--- src/rtl/xnor6_serial_decoder.sv ---
// Bit-serial XNOR operand recovery: g = ~(f ^ h), LSB first, one bit per clock.
// Reports the recovered operand, an f==g flag and the count of zero bits in h.
module xnor6_serial_decoder #(
    parameter int unsigned WIDTH = 6,
    localparam int unsigned CW = $clog2(WIDTH + 1)
) (
    input  logic             clk,
    input  logic             rst_n,
    input  logic             in_valid,
    output logic             in_ready,
    input  logic [WIDTH-1:0] f_in,
    input  logic [WIDTH-1:0] h_in,
    output logic             out_valid,
    input  logic             out_ready,
    output logic [WIDTH-1:0] g_out,
    output logic             eq_out,
    output logic [CW-1:0]    mism_cnt
);

    localparam int unsigned IW = (WIDTH > 1) ? $clog2(WIDTH) : 1;

    typedef enum logic [1:0] {IDLE, SHIFT, DONE} state_t;

    state_t           state_q;
    logic [WIDTH-1:0] f_sr_q;
    logic [WIDTH-1:0] h_sr_q;
    logic [WIDTH-1:0] g_sr_q;
    logic [WIDTH-1:0] g_sr_d;
    logic [IW-1:0]    idx_q;
    logic [CW-1:0]    cnt_q;
    logic [CW-1:0]    cnt_d;
    logic             g_bit_d;

    assign in_ready = (state_q == IDLE);

    // f/h shift right so bit 0 is always the current position; g is written at idx.
    always_comb begin
        g_bit_d = ~(f_sr_q[0] ^ h_sr_q[0]);
        cnt_d   = h_sr_q[0] ? cnt_q : cnt_q + CW'(1);
        g_sr_d  = g_sr_q;
        for (int unsigned i = 0; i < WIDTH; i++) begin
            if (idx_q == IW'(i)) begin
                g_sr_d[i] = g_bit_d;
            end
        end
    end

    always_ff @(posedge clk or negedge rst_n) begin
        if (!rst_n) begin
            state_q   <= IDLE;
            f_sr_q    <= '0;
            h_sr_q    <= '0;
            g_sr_q    <= '0;
            idx_q     <= '0;
            cnt_q     <= '0;
            g_out     <= '0;
            eq_out    <= 1'b0;
            mism_cnt  <= '0;
            out_valid <= 1'b0;
        end else begin
            case (state_q)
                IDLE: begin
                    if (in_valid) begin
                        f_sr_q  <= f_in;
                        h_sr_q  <= h_in;
                        idx_q   <= '0;
                        cnt_q   <= '0;
                        state_q <= SHIFT;
                    end
                end
                SHIFT: begin
                    f_sr_q <= f_sr_q >> 1;
                    h_sr_q <= h_sr_q >> 1;
                    g_sr_q <= g_sr_d;
                    cnt_q  <= cnt_d;
                    idx_q  <= idx_q + IW'(1);
                    if (idx_q == IW'(WIDTH - 1)) begin
                        g_out     <= g_sr_d;
                        mism_cnt  <= cnt_d;
                        eq_out    <= (cnt_d == '0);
                        out_valid <= 1'b1;
                        state_q   <= DONE;
                    end
                end
                DONE: begin
                    if (out_ready) begin
                        out_valid <= 1'b0;
                        state_q   <= IDLE;
                    end
                end
                default: state_q <= IDLE;
            endcase
        end
    end

endmodule
--- config.mk ---
export PLATFORM = sky130hd
export DESIGN_NAME = xnor6_serial_decoder
export DESIGN_NICKNAME = d
export VERILOG_FILES = /design/src/rtl/xnor6_serial_decoder.sv
export SDC_FILE = /design/constraint.sdc
export NUM_CORES = 1
export LEC_CHECK = 0
export CORE_AREA = 2 2 62 64
export DETAILED_ROUTE_END_ITERATION = 10
export DIE_AREA = 0 0 64 66
export PLACE_DENSITY = 0.76
export SLEW_MARGIN = 5
export SYNTH_ARGS = -nofsm -noshare
export SYNTH_HDL_FRONTEND = slang
export SYNTH_SLANG_ARGS = --single-unit
--- constraint.sdc ---
create_clock -name clk -period 1.52 [get_ports clk]
set_input_delay 0.228 -clock clk [delete_from_list [all_inputs] [get_ports clk]]
set_output_delay 0.228 -clock clk [all_outputs]
set_load 0.1 [all_outputs]
# ---- Word-level counts from Yosys, hierarchy flattened
# Index checks and enable logic that the tools add are counted.
dict set report word_totals {
  wordCells 54
  input_bits 16
  ramBits 0
  output_inout_bits 12
  n_memories 0
  romBits 0
  reg_bits 37
  latchBits 0
}
dict set report op_classes {
  bitwise 2
  addsub 2
  div 0
  n_shift 0
  muxes 21
  mul 0
  reduce_logical 9
  eq_ne 10
  n_lt_le_gt_ge 0
}
# op count
set ops {}
lappend ops {{one-hot mux 6 bit (2 select lines)} 2}
lappend ops {{two-way mux 6 bit} 2}
lappend ops {{one-hot mux 3 bit (2 select lines)} 2}
lappend ops {{two-way mux 1 bit} 8}
lappend ops {{adder 3 x 1 -> 3 bit, second input constant} 2}
lappend ops {{equality test 3 x 2 -> 1 bit, second input constant} 2}
lappend ops {{equality test 3 bit, second input constant} 2}
lappend ops {{zero test 3 bit} 2}
lappend ops {{two-way mux 2 bit} 3}
lappend ops {{two-way mux 3 bit} 2}
lappend ops {{!= test 2 bit, second input constant} 3}
lappend ops {{one-hot mux 2 bit (3 select lines)} 1}
lappend ops {{AND reduction 3 bit} 2}
lappend ops {{AND reduction 2 bit} 2}
lappend ops {{nonzero test 2 bit} 2}
lappend ops {{equality test 3 x 1 -> 1 bit, second input constant} 1}
lappend ops {{equality test 2 x 1 -> 1 bit, second input constant} 1}
lappend ops {{equality test 2 bit, second input constant} 1}
lappend ops {{zero test 2 bit} 1}
lappend ops {{one-hot mux 1 bit (2 select lines)} 1}
lappend ops {{inverter 1 bit} 1}
lappend ops {{bitwise XOR 1 bit} 1}

# ---- Longest topological paths before layout
# Gate-level depths: netlist (run 1).
dict set report logic_depth {
  depth_word 3
  ltp_mapped 7
  ltp_nobuf 5
}

# ---- Worst setup path before layout (run 1)
# No wires, ideal clock.
dict set report synth_path {
  kind {reg-to-output}
  start {register state_q[0]}
  end {output port in_ready}
  arrival_time_ns 2.007
  stages_incl_launch_ff 4
  required_time_ns 1.292
  path_slack_ns -0.715
  n_path_buf 2
  path_cell_list {dfrtp_1 -> buf_4 -> clkbuf_1 -> nor2_1}
}
dict set report synth_via {
  elab_chain_cells 1
}
# item line
set synth_lines {}
lappend synth_lines {{start, declared} 24} ;# state_t state_q;
lappend synth_lines {{start signal, assigned} 50} ;# state_q <= IDLE;
lappend synth_lines {{start signal, assigned} 68} ;# state_q <= SHIFT;
lappend synth_lines {{start signal, assigned} 82} ;# state_q <= DONE;
lappend synth_lines {{zero test 2 bit} 34} ;# assign in_ready = (state_q == IDLE);
lappend synth_lines {{end, declared} 10} ;# output logic in_ready,
# Every way passes these cells.

# ---- Worst setup path after layout (run 1)
# Same ends and word-level chain as after synthesis.

==> run summary, run 1 <==
STA classifies the critical path endpoint as an output pin. The type of the worst setup path is reg -> out. The worst setup slack after layout was 0.0593 ns; the total of max-cap violations was 0. After legalization and detailed placement, the total HPWL measured 2.58 mm. Summing the sequential cell areas from Yosys gives 50.2% of the chip area.

Between clock sinks in the finished design, the worst skew comes to 0.00766 ns. Most common cell in the synthesized netlist: dfrtp_1. Measured against its own limit, the worst slew margin works out to 69.7%. The worst hold path belongs to the class in -> async. Dominant synthesized flop cell: dfrtp_1. Counting flops with a built-in enable in the synthesized netlist gives 0.

The number of DRC markers after the initial detailed-route iteration was 54; the flip-flop and latch count after synthesis was 36. The biggest area contributor in the post-synthesis netlist is dfrtp_1. When the netlist entered floorplanning its net count stood at 194. The synthesized area divided by synthesized cell count came out at 10.4 sq um. The run finished with clean final reports. Routability-driven placement finished with a final weighted congestion of 0.862.

Across every metal layer, demand over resource in global routing totals 18.8%. After detailed routing, the average wire length per cell comes to 13.7 microns. The max-slew violation count came out at 0.

The first global-routing pass estimated 6.12 mm of wire. The relative area change from synthesis to final layout is 35.1%, and the via count of the first global-routing pass is 1423. Counting distinct cell types in the post-synthesis netlist gives 32. Once placement finished, the instance area stood at 2310 sq um. Ranked by instance count, the synthesized netlist is headed by dfrtp_1 (36), o21ai_1 (22), nand2_1 (20), nor2b_1 (14), a21oi_1 (10).

The initial antenna violation count was 0; the core box area was 3550 sq um. For the number of remaining DRC errors, the log shows 0. The run gives 1.23 ns as the data arrival time of the critical path. CTS placed an instance of clkbuf_4 at the clock tree root.

The clock insertion delay at the later pin of the skew report was 0.34 ns. TritonCTS built the clock tree. The post-route antenna net violation count came out at 0.

Buffers inserted during clock tree synthesis total 5. The number of H-tree levels is 2. The run gives 22 as the number of placement rows. The count of endpoints failing setup in the final report was 0; the number of buffers inserted for hold repair after clock tree synthesis was 0. The cell count after synthesis came out at 172. The antenna diode instance count was 0. The slowest stage of the critical path belongs to the cell dfrtp_2. CTS saw 36 sinks. The leakage power of the design was 1.08 nW; the area of all placed cells without fillers was 2420 sq um. The worst setup path is launched from a register. Across all layers, the routed design uses 1386 vias. Timing would allow up to 685 MHz.

The tools report the number of hold-slack violations in the final timing report as 0. Input and output buffers added on the ports amount to 27. The delay of the slowest critical-path stage was 0.45 ns; the area share of the largest cell type after synthesis was 50.2%. The height of the chip came out at 66 microns. The signal on the critical path passes through buf_4 > nor2_4 > buf_12. Before antenna repair, the detailed router went through 4 iterations. Largest net degree at the start of global routing: 37. Starting density of the core: 50.5%. In this run the power density over the cells is 2420 nW/um^2. The maximum number of buffers from clock root to sink came out at 2. The minimum period implied by the final worst setup slack is 1.46 ns. Of the cells placed in the final design, the portion with a size suffix greater than 1 is 22.8%. 28 I/O pins were placed. Final hold analysis gives a worst-case slack of 0.258 ns. Transition at the pin with the smallest max-transition slack: 0.455 ns.

Timing analysis after detailed placement gives a worst setup slack of -0.0907 ns. The die covers 4220 sq um. Required time at the endpoint of the critical path: 1.29 ns.

Remaining global-route overflow: 0. The die is 64 microns wide. By area the synthesized netlist is led by dfrtp_1 (50%), o21ai_1 (6.1%), nor2b_1 (4.9%), ha_1 (4.2%), nand2_1 (4.2%).

The run gives 1790 sq um as the netlist area before placement. Summed over all layers, the routed wires come to 3.59 mm. The final net count was 236.

The clock input transition at the sequential cells of the worst setup and hold paths was 0.11 ns. The highest fanout seen on the critical path was 7; the share of async-settable or async-resettable flops after synthesis was 100%. The number of warnings reported in the yosys synthesis log was 0; the peak ir drop on the vdd network was 0.00102 V. Using the TritonRoute via totals, the vias-per-cell ratio works out to 5.27. Dividing the final minimum period by the clock period gives 96.1%.
==> report_power, final <==
group | switching (W) | internal, W | leakage (nW) | total (W)
Clock | 0.000302 | 0.000228 | 0.0326 | 0.000530
Sequential | 0.000437 | 0.00139 | 0.444 | 0.00182
Combinational | 0.00200 | 0.00150 | 0.604 | 0.00351
==> stage by stage <==
stage	util, %	total power, W	TNS (ns)	instances
2_1_floorplan	-	0.00406	0	172
3_3_place_gp	64.9	0.00513	-0.161	251
3_5_place_dp	64.9	0.00524	-0.535	251
4_1_cts	66.9	0.00580	0	260
5_1_grt	68.2	0.00623	-0.0189	263
6_report	68.2	0.00586	0	263
==> placed cells by master, fill, tap and decap left out, types with 2 or more instances in the layout <==
master / instances
mux2_1: 5
nor2b_1: 14
clkdlybuf4s50_1: 15
a22oi_1: 9
nor2_1: 4
dfrtp_1: 35
mux2i_1: 3
clkbuf_1: 2
ha_1: 5
mux2_4: 3
and2_1: 2
a21oi_1: 10
inv_1: 5
buf_12: 13
xnor2_1: 2
nand2b_1: 2
nand2_1: 20
a31oi_1: 2
o21ai_1: 22
buf_4: 18
a22o_1: 2
clkbuf_4: 5
==> final timing paths <==
path | startpoint | to | slack, ns | cells past startpoint
min in group clk | g_sr_q[4] | g_sr_q[4] | 0.49 | 1
max reg2reg | idx_q[1] | g_sr_q[3] | 0.09 | 5
min reg2reg | g_sr_q[4] | g_sr_q[4] | 0.49 | 1
max | state_q[0] | in_ready | 0.06 | 3
max in group asynchronous | rst_n | state_q[0] | 1.07 | 2
min | rst_n | idx_q[1] | 0.26 | 2
==> critical path, delay by kind of cell, from the launching register on <==
kind	cells	cell delay, ns
buffers and inverters	2	0.35
DFF	1	0.45
and+or+nand+nor	1	0.10
==> sequential cells by signal (all words and copies together) (netlist names) <==
name       flops
cnt_q          3
eq_out         1
f_sr_q         6
g_out          6
g_sr_q         5
h_sr_q         6
idx_q          3
mism_cnt       3
out_valid      1
state_q        2
==> what timing repair did <==
item                       4_1_cts  5_1_grt
setup endpoints to repair        1       18
pin swaps                        1        1
buffers inserted                 2        3
hold endpoints to repair         0        0
resized for setup                1        5
==> cells by family after synthesis <==
group           after synthesis  share of synthesized area, %
buf+inv                      17                          5.37
xor+xnor                      4                          2.37
simple gates                 49                          14.4
compound gates               49                          16.1
fa+ha+maj                     6                          4.19
mux                          11                          7.33
flops                        36                          50.2
==> per-layer routing <==
metal	vias up	share of wire (%)	track usage, %	routed length, microns
li1	674	-	-	-
met1	666	44	21.1	1570
met2	42	50	33.5	1800
met3	4	5.5	6.47	199
met4	0	0.70	5.71	25
met5	-	0	0	0
==> final cells by class <==
type                            instances  area, sq um
Multi-Input combinational cell        119          826
Sequential cell                        36          902
Fill cell                             263         1130
Timing Repair Buffer                   47          557
Clock buffer                            8         58.8
Inverter                                5         18.8
Tap cell                               48         60.1
No activity file was read; power rests on OpenSTA's default activity.
==> inputs of run 2 (changes only) <==
--- a/config.mk
+++ b/config.mk
@@ -6,10 +6,11 @@
 export NUM_CORES = 1
 export LEC_CHECK = 0
 export CORE_AREA = 2 2 62 64
+export CTS_CLUSTER_SIZE = 30
 export DETAILED_ROUTE_END_ITERATION = 10
 export DIE_AREA = 0 0 64 66
 export PLACE_DENSITY = 0.76
-export SLEW_MARGIN = 5
+export SLEW_MARGIN = 10
 export SYNTH_ARGS = -nofsm -noshare
 export SYNTH_HDL_FRONTEND = slang
 export SYNTH_SLANG_ARGS = --single-unit
==> results of run 2 <==
No change in the layout: final DEF, timing and power equal those of run 1.
==> inputs of run 3 (changes only) <==
--- a/config.mk
+++ b/config.mk
@@ -10,7 +10,7 @@
 export DETAILED_ROUTE_END_ITERATION = 10
 export DIE_AREA = 0 0 64 66
 export PLACE_DENSITY = 0.76
-export SLEW_MARGIN = 10
+export SLEW_MARGIN = 20
 export SYNTH_ARGS = -nofsm -noshare
 export SYNTH_HDL_FRONTEND = slang
 export SYNTH_SLANG_ARGS = --single-unit
==> results of run 3 <==
No change in the layout: final DEF, timing and power equal those of run 1.
